## src/rtl/ped_request_ctrl.sv

```systemverilog
// Pedestrian request front end: synchronises and debounces an active-low button,
// qualifies presses against the lamp phase and holds one request until acknowledged.
module ped_request_ctrl #(
    parameter logic [31:0] DEBOUNCE_CYCLES = 32'd240_000,
    parameter logic [31:0] HOLDOFF_CYCLES  = 32'd48_000_000
) (
    input  logic       clk,
    input  logic       rst,
    input  logic       btn_n,
    input  logic [2:0] phase_in,
    input  logic       req_ack,
    output logic       req_pending,
    output logic       wait_led_n,
    output logic [7:0] press_count
);

    typedef enum logic [1:0] {
        IDLE    = 2'd0,
        PENDING = 2'd1,
        HOLDOFF = 2'd2
    } state_t;

    localparam logic [2:0] PHASE_RED = 3'b011;

    state_t      state;
    state_t      state_next;
    logic        sync1;
    logic        sync2;
    logic        stable;
    logic        press_evt;
    logic [31:0] deb_cnt;
    logic [31:0] hold_cnt;
    logic [31:0] hold_cnt_next;

    always_ff @(posedge clk) begin
        if (rst) begin
            sync1 <= 1'b1;
            sync2 <= 1'b1;
        end else begin
            sync1 <= btn_n;
            sync2 <= sync1;
        end
    end

    // A new level is accepted only after it has held for a full debounce window;
    // the accepting edge also emits the one-cycle press pulse on a falling level.
    always_ff @(posedge clk) begin
        if (rst) begin
            stable    <= 1'b1;
            deb_cnt   <= '0;
            press_evt <= 1'b0;
        end else begin
            press_evt <= 1'b0;
            if (sync2 == stable) begin
                deb_cnt <= '0;
            end else if (deb_cnt >= DEBOUNCE_CYCLES) begin
                stable    <= sync2;
                deb_cnt   <= '0;
                press_evt <= ~sync2;
            end else begin
                deb_cnt <= deb_cnt + 32'd1;
            end
        end
    end

    always_ff @(posedge clk) begin
        if (rst) begin
            state    <= IDLE;
            hold_cnt <= '0;
        end else begin
            state    <= state_next;
            hold_cnt <= hold_cnt_next;
        end
    end

    always_comb begin
        state_next    = state;
        hold_cnt_next = hold_cnt;
        case (state)
            IDLE: begin
                if (press_evt && (phase_in != PHASE_RED)) begin
                    state_next = PENDING;
                end
            end
            PENDING: begin
                if (req_ack) begin
                    state_next    = HOLDOFF;
                    hold_cnt_next = '0;
                end
            end
            HOLDOFF: begin
                if (hold_cnt >= (HOLDOFF_CYCLES - 32'd1)) begin
                    state_next    = IDLE;
                    hold_cnt_next = '0;
                end else begin
                    hold_cnt_next = hold_cnt + 32'd1;
                end
            end
            default: begin
                state_next    = IDLE;
                hold_cnt_next = '0;
            end
        endcase
    end

    // Outputs are flops that track the state register exactly.
    always_ff @(posedge clk) begin
        if (rst) begin
            req_pending <= 1'b0;
            wait_led_n  <= 1'b1;
            press_count <= 8'h00;
        end else begin
            req_pending <= (state_next == PENDING);
            wait_led_n  <= (state_next != PENDING);
            if (press_evt && (press_count != 8'hFF)) begin
                press_count <= press_count + 8'h01;
            end
        end
    end

endmodule

```

## config.mk

```make
export PLATFORM = sky130hd
export DESIGN_NAME = ped_request_ctrl
export DESIGN_NICKNAME = d
export VERILOG_FILES = /design/src/rtl/ped_request_ctrl.sv
export SDC_FILE = /design/constraint.sdc
export NUM_CORES = 1
export LEC_CHECK = 0
export ABC_AREA = 1
export CAP_MARGIN = 20
export CORE_MARGIN = 1
export CORE_UTILIZATION = 50
export CTS_CLUSTER_DIAMETER = 150
export DETAILED_ROUTE_END_ITERATION = 7
export MAX_ROUTING_LAYER = met4
export PLACE_DENSITY_LB_ADDON = 0.3
export SYNTH_ARGS = -nofsm -noshare
export SYNTH_HDL_FRONTEND = slang
export SYNTH_SLANG_ARGS = --single-unit
```

## constraint.sdc

```tcl
create_clock -name clk -period 2.1 [get_ports clk]
set_input_delay 0.315 -clock clk [delete_from_list [all_inputs] [get_ports clk]]
set_output_delay 0.315 -clock clk [all_outputs]
set_load 0.005 [all_outputs]
```

==> flow_summary_export.csv <==
group,metric,value,unit
yosys,ys_types,38,
drt,drc,0,
floorplanning,start_util,0.519,
setup_path,path_buf_inv,0,
clocking,clock_latency,0.36,ns
clocking,cts_inserted_buffers,9,
setup_path,reg2reg_to,"hold_cnt[1]",
final_layout,syn2layout_area_growth,14.8,%
final_layout,multi_input_area,1980,um2
placed_design,port_buffers,16,
grt,grt_usage,0.233,
pwr,p_per_area,661,nW/um2
timing,relSlewSlack,0.589,
clocking,clockBufferDepth,2,
drt,routed_wl,8.06,mm
timing,period_share,0.896,
pwr,peakVddDrop,0.000472,V
timing,min_period,1.88,ns
setup_path,reg2reg_depth,10,
timing,hold_slack,0.433,ns
floorplanning,die-area,7920,um2
final_layout,fin_util,0.596,
final_layout,regArea,1600,um2
setup_path,cp.depth,10,
yosys,ys_ff_latch,80,
setup_path,slowest_stage,"dfxtp_1",
drt,antenna_left,0,
timing,slew_viol_final,0,
flow_run,max_cap_viol_count,0,
clocking,cts_hold_buf,0,
yosys,netlist_area,3780,um2
final_layout,final_cells,676,
setup_path,r2r_slack,0.22,ns
setup_path,rr_startpoint,"hold_cnt[0]",
placed_design,gp_congestion,0.932,
grt,overflow,0,
drt,wl_met3,410,um
clocking,postCtsSetupRepairBufs,0,
clocking,clock-sinks,80,
setup_path,start_kind,"flip-flop",
drt,routed-wl-met2,3.71,mm
yosys,yosysSeqAreaShare,0.423,
timing,rsz0062_at_grt,"no",
grt,antenna_found_initial,0,
drt,wl_per_cell,11.9,um
yosys,yosys_warnings,0,
setup_path,crit_family,"simple AND/OR/NAND/NOR gates",
setup_path,required,2.34,ns
grt,grt_max_degree,27,
worst_hold_path,hp-start,"sync1",
drt,drtIter0Drc,272,
setup_path,critPathMaxFanout,12,
clocking,root_buffer,"clkbuf_8",
final_layout,drive_gt1_frac,0.116,
placed_design,place_inst,660,
run_status,outcome,"complete, no violations",
final_layout,layout.nets,583,
worst_hold_path,hold_depth,1,
yosys,postSynthCellCount,534,
yosys,postSynthAreaPerCell,7.09,um2
worst_hold_path,hp-class,"flip-flop to flip-flop",
timing,setup_tns,0,ns
worst_hold_path,hold_end,"sync2",
timing,tightest_slew,0.617,ns
floorplanning,die_y,89.0,um
clocking,tritoncts,"done",
drt,vias_per_cell,5.05,
setup_path,arrival,2.12,ns
clocking,htree_levels,3,
floorplanning,ioPinCount,17,
placed_design,place_hpwl,5.90,mm
final_layout,num_antenna_cells,0,
final_layout,fillers,674,
clocking,path_clk_slew,0.08,ns
drt,top_layer,"met4",
setup_path,path_cells,"ha_1 > nand3_1 > nor2_2 > nand2_1 > nand2_2 > nand2_4 > nand3_2 > nand2_2 > nand2_2 > nor2_1",
setup_path,cpMostUsedCell,"nand2_2",
timing,fin_skew,0.00818,ns
floorplanning,coreArea,7290,um2
timing,worst_slack,0.219,ns
timing,final_hold_viol_count,0,
placed_design,preCtsSetupSlack,0.0217,ns
floorplanning,rows,31,
setup_path,slowest_delay,0.37,ns
grt,grt_pass1_wl,13.8,mm
setup_path,endpoint_kind,"flip-flop",
timing,finalSetupViolations,0,
clocking,cts_resized,0,
drt,vias,3415,
drt,wl_met1,3.76,mm
setup_path,critPathKind,"flip-flop to flip-flop",
drt,dr.pass1.iters,4,
timing,max_freq,0.532,GHz
pwr,power.leakage,1.60,nW
grt,grt_pass1_vias,3127,
floorplanning,die_w,89.0,um
[kinds of logic after synthesis]
logic type | Yosys count | share of synthesized area
simple gates | 324 | 0.387
flops | 80 | 0.423
buf+inv | 62 | 0.0651
compound gates | 42 | 0.0612
xor+xnor | 20 | 0.0463
fa+ha+maj | 4 | 0.0132
other cells | 1 | 0.000991
mux | 1 | 0.00265
[per-stage QoR]
stage          cell area, um2  total power [mW]
4_1_cts                  4340              2.89
6_report                 4340              2.87
2_1_floorplan            3830              1.60
3_3_place_gp             4120              1.62
3_5_place_dp             4120              1.63
5_1_grt                  4340              2.95
[power breakdown]
group          internal (mW)  total, mW  switching (mW)  leakage, nW
Combinational         0.0205     0.0511          0.0306        0.834
Clock                  0.684       1.28           0.596        0.112
Sequential              1.53       1.54         0.00591        0.650
[cells in the mapped netlist (all sizes together)]
master / number / area [um2]
or2: 3 / 18.8
nand3b: 4 / 30.0
o21bai: 1 / 7.51
clkinv: 2 / 8.75
a211oi: 1 / 7.51
xor2: 15 / 131
dfxtp: 80 / 1600
o22ai: 1 / 6.26
nand2: 136 / 538
nor2: 120 / 536
nor4: 5 / 31.3
o21ai: 11 / 58.8
a21oi: 25 / 129
clkbuf: 3 / 11.3
nor3b: 1 / 7.51
o21a: 1 / 7.51
nand4: 15 / 93.8
nand3: 26 / 140
a31oi: 1 / 6.26
buf: 5 / 31.3
a31o: 1 / 8.76
xnor2: 5 / 43.8
ha: 4 / 50.1
inv: 52 / 195
conb: 1 / 3.75
nor3: 14 / 70.1
mux2i: 1 / 10.0
[how the worst max path moves through the flow]
stage | start | slack, ns | end
6_report | hold_cnt[0] | 0.22 | hold_cnt[1]
5_1_grt | hold_cnt[0] | 0.02 | hold_cnt[0]
4_1_cts | hold_cnt[0] | 0.21 | hold_cnt[1]
3_5_place_dp | req_ack | 0.02 | hold_cnt[1]
3_3_place_gp | req_ack | 0.11 | hold_cnt[0]
2_1_floorplan | hold_cnt[0] | 0.55 | hold_cnt[6]
[flip-flops by register name, indices dropped and copies added (netlist names)]
register	count
req_pending	1
sync1	1
state	2
wait_led_n	1
press_evt	1
press_count	8
hold_cnt	32
sync2	1
deb_cnt	32
stable	1
[layout make-up]
class                   count  share of cell area
multi-input cells         405               0.457
clock inverters             7              0.0233
clock buffers               9              0.0285
flip-flops and latches     80               0.369
inverters                  54              0.0469
repair buffers             22              0.0472
well taps                  99              0.0285
[layer usage]
layer	GRT usage	vias up
li1	-	1757
met1	0.291	1567
met2	0.374	74
met3	0.0406	17
met4	0.0938	0
met5	-	-
[cells in the final DEF, fill, tap and decap left out, drive strengths merged]
master,Yosys,layout
clkinv,2,3
o21bai,1,1
or2,3,3
inv,52,55
nand3,26,26
buf,5,6
nor3,14,14
clkdlybuf4s50,0,16
xnor2,5,5
clkinvlp,0,1
a31oi,1,1
clkbuf,3,9
a31o,1,1
nand3b,4,4
nor2,120,120
o22ai,1,1
a211oi,1,1
nor4,5,5
conb,1,14
dfxtp,80,80
bufinv,0,2
o21ai,11,11
ha,4,4
o21a,1,1
mux2i,1,1
nor3b,1,1
nand4,15,15
xor2,15,15
a21oi,25,25
nand2,136,136
Note: power is estimated with default switching activity, not from simulation.
